**src/rtl/binary_bbox_overlay.sv**
```systemverilog
// Bounding box of the foreground in a binary mask, latched once per frame at
// the vsync rising edge and drawn as a rectangle outline over the next frame.
module binary_bbox_overlay #(
  parameter int unsigned    DW      = 24,
  parameter int unsigned    XW      = 12,
  parameter int unsigned    CW      = 20,
  parameter int unsigned    MIN_PIX = 64,
  parameter logic [DW-1:0]  BOX_RGB = DW'(24'hFF0000)
) (
  input  logic          pixelclk,
  input  logic          reset,
  input  logic          i_x0,
  input  logic [DW-1:0] i_rgb,
  input  logic          i_hsync,
  input  logic          i_vsync,
  input  logic          i_de,
  output logic [DW-1:0] o_rgb,
  output logic          o_hsync,
  output logic          o_vsync,
  output logic          o_de,
  output logic [XW-1:0] o_xmin,
  output logic [XW-1:0] o_xmax,
  output logic [XW-1:0] o_ymin,
  output logic [XW-1:0] o_ymax,
  output logic [CW-1:0] o_pix_cnt,
  output logic          o_found,
  output logic          o_valid
);

  localparam logic [XW-1:0] XY_MAX  = '1;
  localparam logic [CW-1:0] CNT_MAX = '1;
  localparam logic [CW-1:0] MIN_CNT = CW'(MIN_PIX);

  localparam logic [0:0] IDLE  = 1'b0;
  localparam logic [0:0] ACCUM = 1'b1;

  logic [0:0]    state, state_next;
  logic          vsync_d1, de_d1;
  logic [XW-1:0] x_cnt, y_cnt;
  logic [XW-1:0] acc_xmin, acc_xmax, acc_ymin, acc_ymax;
  logic [CW-1:0] acc_cnt;

  logic vs_rise_c, de_fall_c, fg_c;
  logic latch_c, clear_c, accum_c;
  logic on_box_c;

  assign vs_rise_c = i_vsync & ~vsync_d1;
  assign de_fall_c = de_d1 & ~i_de;
  assign fg_c      = i_de & i_x0;

  // State register
  always_ff @(posedge pixelclk) begin
    if (reset) state <= IDLE;
    else       state <= state_next;
  end

  // Next state and frame-boundary actions; vs_rise wins over a coincident pixel
  always_comb begin
    state_next = state;
    latch_c    = 1'b0;
    clear_c    = 1'b0;
    accum_c    = 1'b0;
    case (state)
      IDLE: begin
        if (vs_rise_c) begin
          state_next = ACCUM;
          clear_c    = 1'b1;
        end
      end
      ACCUM: begin
        if (vs_rise_c) begin
          latch_c = 1'b1;
          clear_c = 1'b1;
        end else if (fg_c) begin
          accum_c = 1'b1;
        end
      end
      default: state_next = IDLE;
    endcase
  end

  // Pixel coordinate counters, saturating
  always_ff @(posedge pixelclk) begin
    if (reset) begin
      vsync_d1 <= 1'b0;
      de_d1    <= 1'b0;
      x_cnt    <= '0;
      y_cnt    <= '0;
    end else begin
      vsync_d1 <= i_vsync;
      de_d1    <= i_de;
      if (i_de) begin
        if (x_cnt != XY_MAX) x_cnt <= x_cnt + XW'(1);
      end else begin
        x_cnt <= '0;
      end
      if (vs_rise_c)                         y_cnt <= '0;
      else if (de_fall_c && y_cnt != XY_MAX) y_cnt <= y_cnt + XW'(1);
    end
  end

  // Running min/max and foreground count of the current frame
  always_ff @(posedge pixelclk) begin
    if (reset || clear_c) begin
      acc_xmin <= '1;
      acc_xmax <= '0;
      acc_ymin <= '1;
      acc_ymax <= '0;
      acc_cnt  <= '0;
    end else if (accum_c) begin
      if (x_cnt < acc_xmin) acc_xmin <= x_cnt;
      if (x_cnt > acc_xmax) acc_xmax <= x_cnt;
      if (y_cnt < acc_ymin) acc_ymin <= y_cnt;
      if (y_cnt > acc_ymax) acc_ymax <= y_cnt;
      if (acc_cnt != CNT_MAX) acc_cnt <= acc_cnt + CW'(1);
    end
  end

  // Per-frame result latch; box is zeroed when the object is too small
  always_ff @(posedge pixelclk) begin
    if (reset) begin
      o_xmin    <= '0;
      o_xmax    <= '0;
      o_ymin    <= '0;
      o_ymax    <= '0;
      o_pix_cnt <= '0;
      o_found   <= 1'b0;
      o_valid   <= 1'b0;
    end else begin
      o_valid <= latch_c;
      if (latch_c) begin
        o_pix_cnt <= acc_cnt;
        if (acc_cnt >= MIN_CNT) begin
          o_found <= 1'b1;
          o_xmin  <= acc_xmin;
          o_xmax  <= acc_xmax;
          o_ymin  <= acc_ymin;
          o_ymax  <= acc_ymax;
        end else begin
          o_found <= 1'b0;
          o_xmin  <= '0;
          o_xmax  <= '0;
          o_ymin  <= '0;
          o_ymax  <= '0;
        end
      end
    end
  end

  // Outline test on active pixels only; blanking keeps the source colour
  always_comb begin
    on_box_c = 1'b0;
    if (o_found && i_de &&
        x_cnt >= o_xmin && x_cnt <= o_xmax &&
        y_cnt >= o_ymin && y_cnt <= o_ymax &&
        (x_cnt == o_xmin || x_cnt == o_xmax ||
         y_cnt == o_ymin || y_cnt == o_ymax)) begin
      on_box_c = 1'b1;
    end
  end

  // One-clock video path
  always_ff @(posedge pixelclk) begin
    if (reset) begin
      o_rgb   <= '0;
      o_hsync <= 1'b0;
      o_vsync <= 1'b0;
      o_de    <= 1'b0;
    end else begin
      o_rgb   <= on_box_c ? BOX_RGB : i_rgb;
      o_hsync <= i_hsync;
      o_vsync <= i_vsync;
      o_de    <= i_de;
    end
  end

endmodule

```
**config.mk**
```make
export PLATFORM = sky130hd
export DESIGN_NAME = binary_bbox_overlay
export DESIGN_NICKNAME = d
export VERILOG_FILES = /design/src/rtl/binary_bbox_overlay.sv
export SDC_FILE = /design/constraint.sdc
export NUM_CORES = 1
export LEC_CHECK = 0
export CAP_MARGIN = 10
export CORE_MARGIN = 10
export CORE_UTILIZATION = 55
export DETAILED_ROUTE_END_ITERATION = 6
export PLACE_DENSITY = 0.86
export SYNTH_ARGS = -nofsm -noshare
export SYNTH_HDL_FRONTEND = slang
export SYNTH_SLANG_ARGS = --single-unit
```
**constraint.sdc**
```tcl
create_clock -name pixelclk -period 2.88 [get_ports pixelclk]
set_input_delay 0.288 -clock pixelclk [delete_from_list [all_inputs] [get_ports pixelclk]]
set_output_delay 0.288 -clock pixelclk [all_outputs]
set_load 0.01 [all_outputs]
```
==> results.cfg <==
[place]
dp.final_hpwl_um = 18200
gp_congestion = 0.913
io_buffer_count = 126

[routing]
wirelength_um = 25400
wl_per_cell_um = 17.9
vias = 8238
via_per_inst = 5.79
antenna_left = 0
drc_errors = 0
drtPass1Iterations = 5
drt_iter0_drc = 543

[layout]
fin_nets = 1318
layout-drive-gt1-share = 0.0707
syn_to_final_growth_pct = 23.3
insertedDiodeCount = 0

[sta]
max_slew_margin = 0.399
tns_ns = 0
hold_viol = 0
drv_slew = 0
fin_worst_skew_ns = 0.0106
tightest_slew_ns = 0.899
finalSetupViolCount = 0
fmax_ghz = 0.400
period_needed_ns = 2.50
finalCritPeriodShare = 0.868
rsz0062_at_grt = false

[hold_path]
worstHoldEndpoint = o_ymax[1]$_SDFFE_PP0P_
min_path_cells = 2
hp-start = reset
min_path_type = primary input to flip-flop

[floorplanning]
die_x_um = 150
fp-row-count = 47
dieArea_um2 = 22600
die_y_um = 150
initial_core_util = 0.562
core_um2 = 16600
io_pins = 127

[power_and_ir_drop]
pwr-share-comb = 0.051
sw_frac_of_total = 0.231
leakage_uw = 0.00485
power_uw = 5290
seqPwrFrac = 0.505
pwr-share-clk = 0.444
power_switching_uw = 1220
power.density_nw_per_um2 = 460
p_int_uw = 4070
ir_worst_vdd_uv = 417

[setup_path]
r2r_start = y_cnt[5]$_SDFFE_PP0P_
end_kind = flip-flop
worstPathArrival_ns = 2.81
rr_worst_depth = 8
start_kind = flip-flop
r2r_end = o_rgb[14]$_SDFF_PP0_
worstSetupPathType = flip-flop to flip-flop
critPathRequiredTime_ns = 3.19
critPathMaxFanout = 24
regToRegSetupSlack_ns = 0.38

[clocking]
postCtsResizedCells = 0
numCtsBuffers = 17
cts_sinks = 190
post_cts_buffers = 0
clk_latency_ns = 0.44
cts_tree = built
htree_levels = 4
cts_max_path_buffers = 2
postCtsHoldBufs = 0
cts-root-buf = clkbuf_16
path_clk_slew_ns = 0.07

[logic_synthesis]
yosysMostFrequentCell = dfxtp_1
syn_avg_cell_area_um2 = 8.74
synth_commonest_cells = dfxtp_1, nor2_1, inv_1, ha_1, nand2_1
syn-cell-area_um2 = 9320
ys_async_sr_fraction = 0
yosysSeqAreaShare = 0.408
synthFlopType = dfxtp_1
syn_nets = 1195
synthTopCellsByArea = dfxtp_1, ha_1, nor2_1
ys_seq_elements = 190
synth_top_area_frac = 0.408
ys.warnings.count = 0
yosysUniqueCellTypes = 55
netlist_instances = 1067
yosys.area.top_type = dfxtp_1
synth-edff-count = 0

[global_route]
grt_max_degree = 71
overflow = 0
first_global_vias = 8405
antenna_found_initial = 0
grtUsageTotal = 0.223
grt_pass1_wl_um = 40900

[status]
status = completed

[flow_run]
max_cap_viol_count = 0
-- cell families (layout without fill, tap and decap cells) --
kind of cell | after synthesis | in the layout | synth area share
AO/OA/AOI/OAI | 229 | 229 | 0.165
XOR/XNOR | 34 | 34 | 0.0319
adder cells (fa/ha/maj) | 98 | 98 | 0.132
buffers and inverters | 153 | 288 | 0.0639
flip-flops | 190 | 190 | 0.408
multiplexers | 20 | 20 | 0.0215
AND/OR/NAND/NOR | 343 | 343 | 0.178
-- worst max-delay path, cell delays in order, from the launching register on --
cell	delay, ns
dfxtp_1	0.58
ha_1	0.33
a21o_1	0.17
nand3_1	0.08
a21oi_1	0.07
o41a_1	0.49
nor4_4	0.35
buf_12	0.21
nor3b_1	0.07
-- power groups by stage --
stage,sequential (µW),clock [µW],combinational [µW]
after floorplan,2740,0,129
after global placement,2730,0,262
after detailed placement,2730,0,269
after CTS,2670,2370,271
after global routing,2670,2470,291
final,2670,2350,270
-- placed cells by master, fill, tap and decap left out, types with 4 or more instances in the layout --
| cell | instances |
|---|---|
| buf_4 | 28 |
| clkdlybuf4s50_1 | 125 |
| or3_1 | 5 |
| or2_2 | 5 |
| o211ai_1 | 7 |
| a22oi_1 | 48 |
| nor3_1 | 8 |
| inv_1 | 101 |
| dfxtp_1 | 190 |
| ha_1 | 98 |
| clkinvlp_4 | 5 |
| nor2b_1 | 7 |
| o21ba_1 | 4 |
| and3_1 | 12 |
| xnor2_1 | 9 |
| a21o_1 | 23 |
| a211oi_1 | 4 |
| nor3b_1 | 17 |
| xor2_1 | 25 |
| mux2i_1 | 20 |
| nand4_1 | 35 |
| nand2b_1 | 4 |
| clkbuf_16 | 17 |
| nand3_1 | 38 |
| and4_1 | 4 |
| o21ba_2 | 4 |
| nand2_1 | 90 |
| o21ai_0 | 31 |
| nor2_1 | 104 |
| a21oi_1 | 77 |
-- flip-flops by register name, indices dropped and copies added (netlist names) --
signal,flops
acc_cnt,20
acc_xmax,12
acc_xmin,12
acc_ymax,12
acc_ymin,12
o_de,1
o_found,1
o_hsync,1
o_pix_cnt,20
o_rgb,24
o_valid,1
o_vsync,1
o_xmax,12
o_xmin,12
o_ymax,12
o_ymin,12
state,1
x_cnt,12
y_cnt,12
-- worst max-delay path by stage --
stage / from / cells past startpoint / endpoint
2_1_floorplan: x_cnt[0]$_SDFFE_PP0P_ / 10 / o_rgb[19]$_SDFF_PP0_
3_3_place_gp: i_de / 7 / acc_xmin[7]$_SDFFE_PP1P_
3_5_place_dp: i_vsync / 7 / acc_ymin[2]$_SDFFE_PP1P_
4_1_cts: y_cnt[5]$_SDFFE_PP0P_ / 8 / o_rgb[10]$_SDFF_PP0_
5_1_grt: x_cnt[11]$_SDFFE_PP0P_ / 8 / acc_xmax[8]$_SDFFE_PP0P_
6_report: y_cnt[5]$_SDFFE_PP0P_ / 8 / o_rgb[14]$_SDFF_PP0_
-- cell type report --
cell class	instances	area [µm²]
Sequential cell	190	3800
Timing Repair Buffer	156	1510
Clock buffer	17	425
Tap cell	220	275
Fill cell	1289	5090
Inverter	101	379
Clock inverter	14	161
Multi-Input combinational cell	724	4940
-- metrics by stage --
stage               instance area [µm²]  utilization  cells  worst slack [ns]  hold WS (ns)
finish                            11500        0.693   1422             0.380         0.266
global route                      11500        0.693   1422             0.274         0.278
CTS                               11500        0.693   1422             0.408         0.256
detailed placement                10900        0.658   1391             0.400         0.449
global placement                  10900        0.658   1391             0.505         0.443
floorplan                          9320            -   1067             0.639         0.416
-- per-layer routing --
layer | vias to the layer above | global-route usage | routed length, µm
li1 | 3963 | - | -
met1 | 3912 | 0.241 | 9960
met2 | 290 | 0.409 | 13000
met3 | 73 | 0.0510 | 1740
met4 | 0 | 0.0967 | 721
met5 | - | 0 | 0
Power figures use the tool's default switching activity.
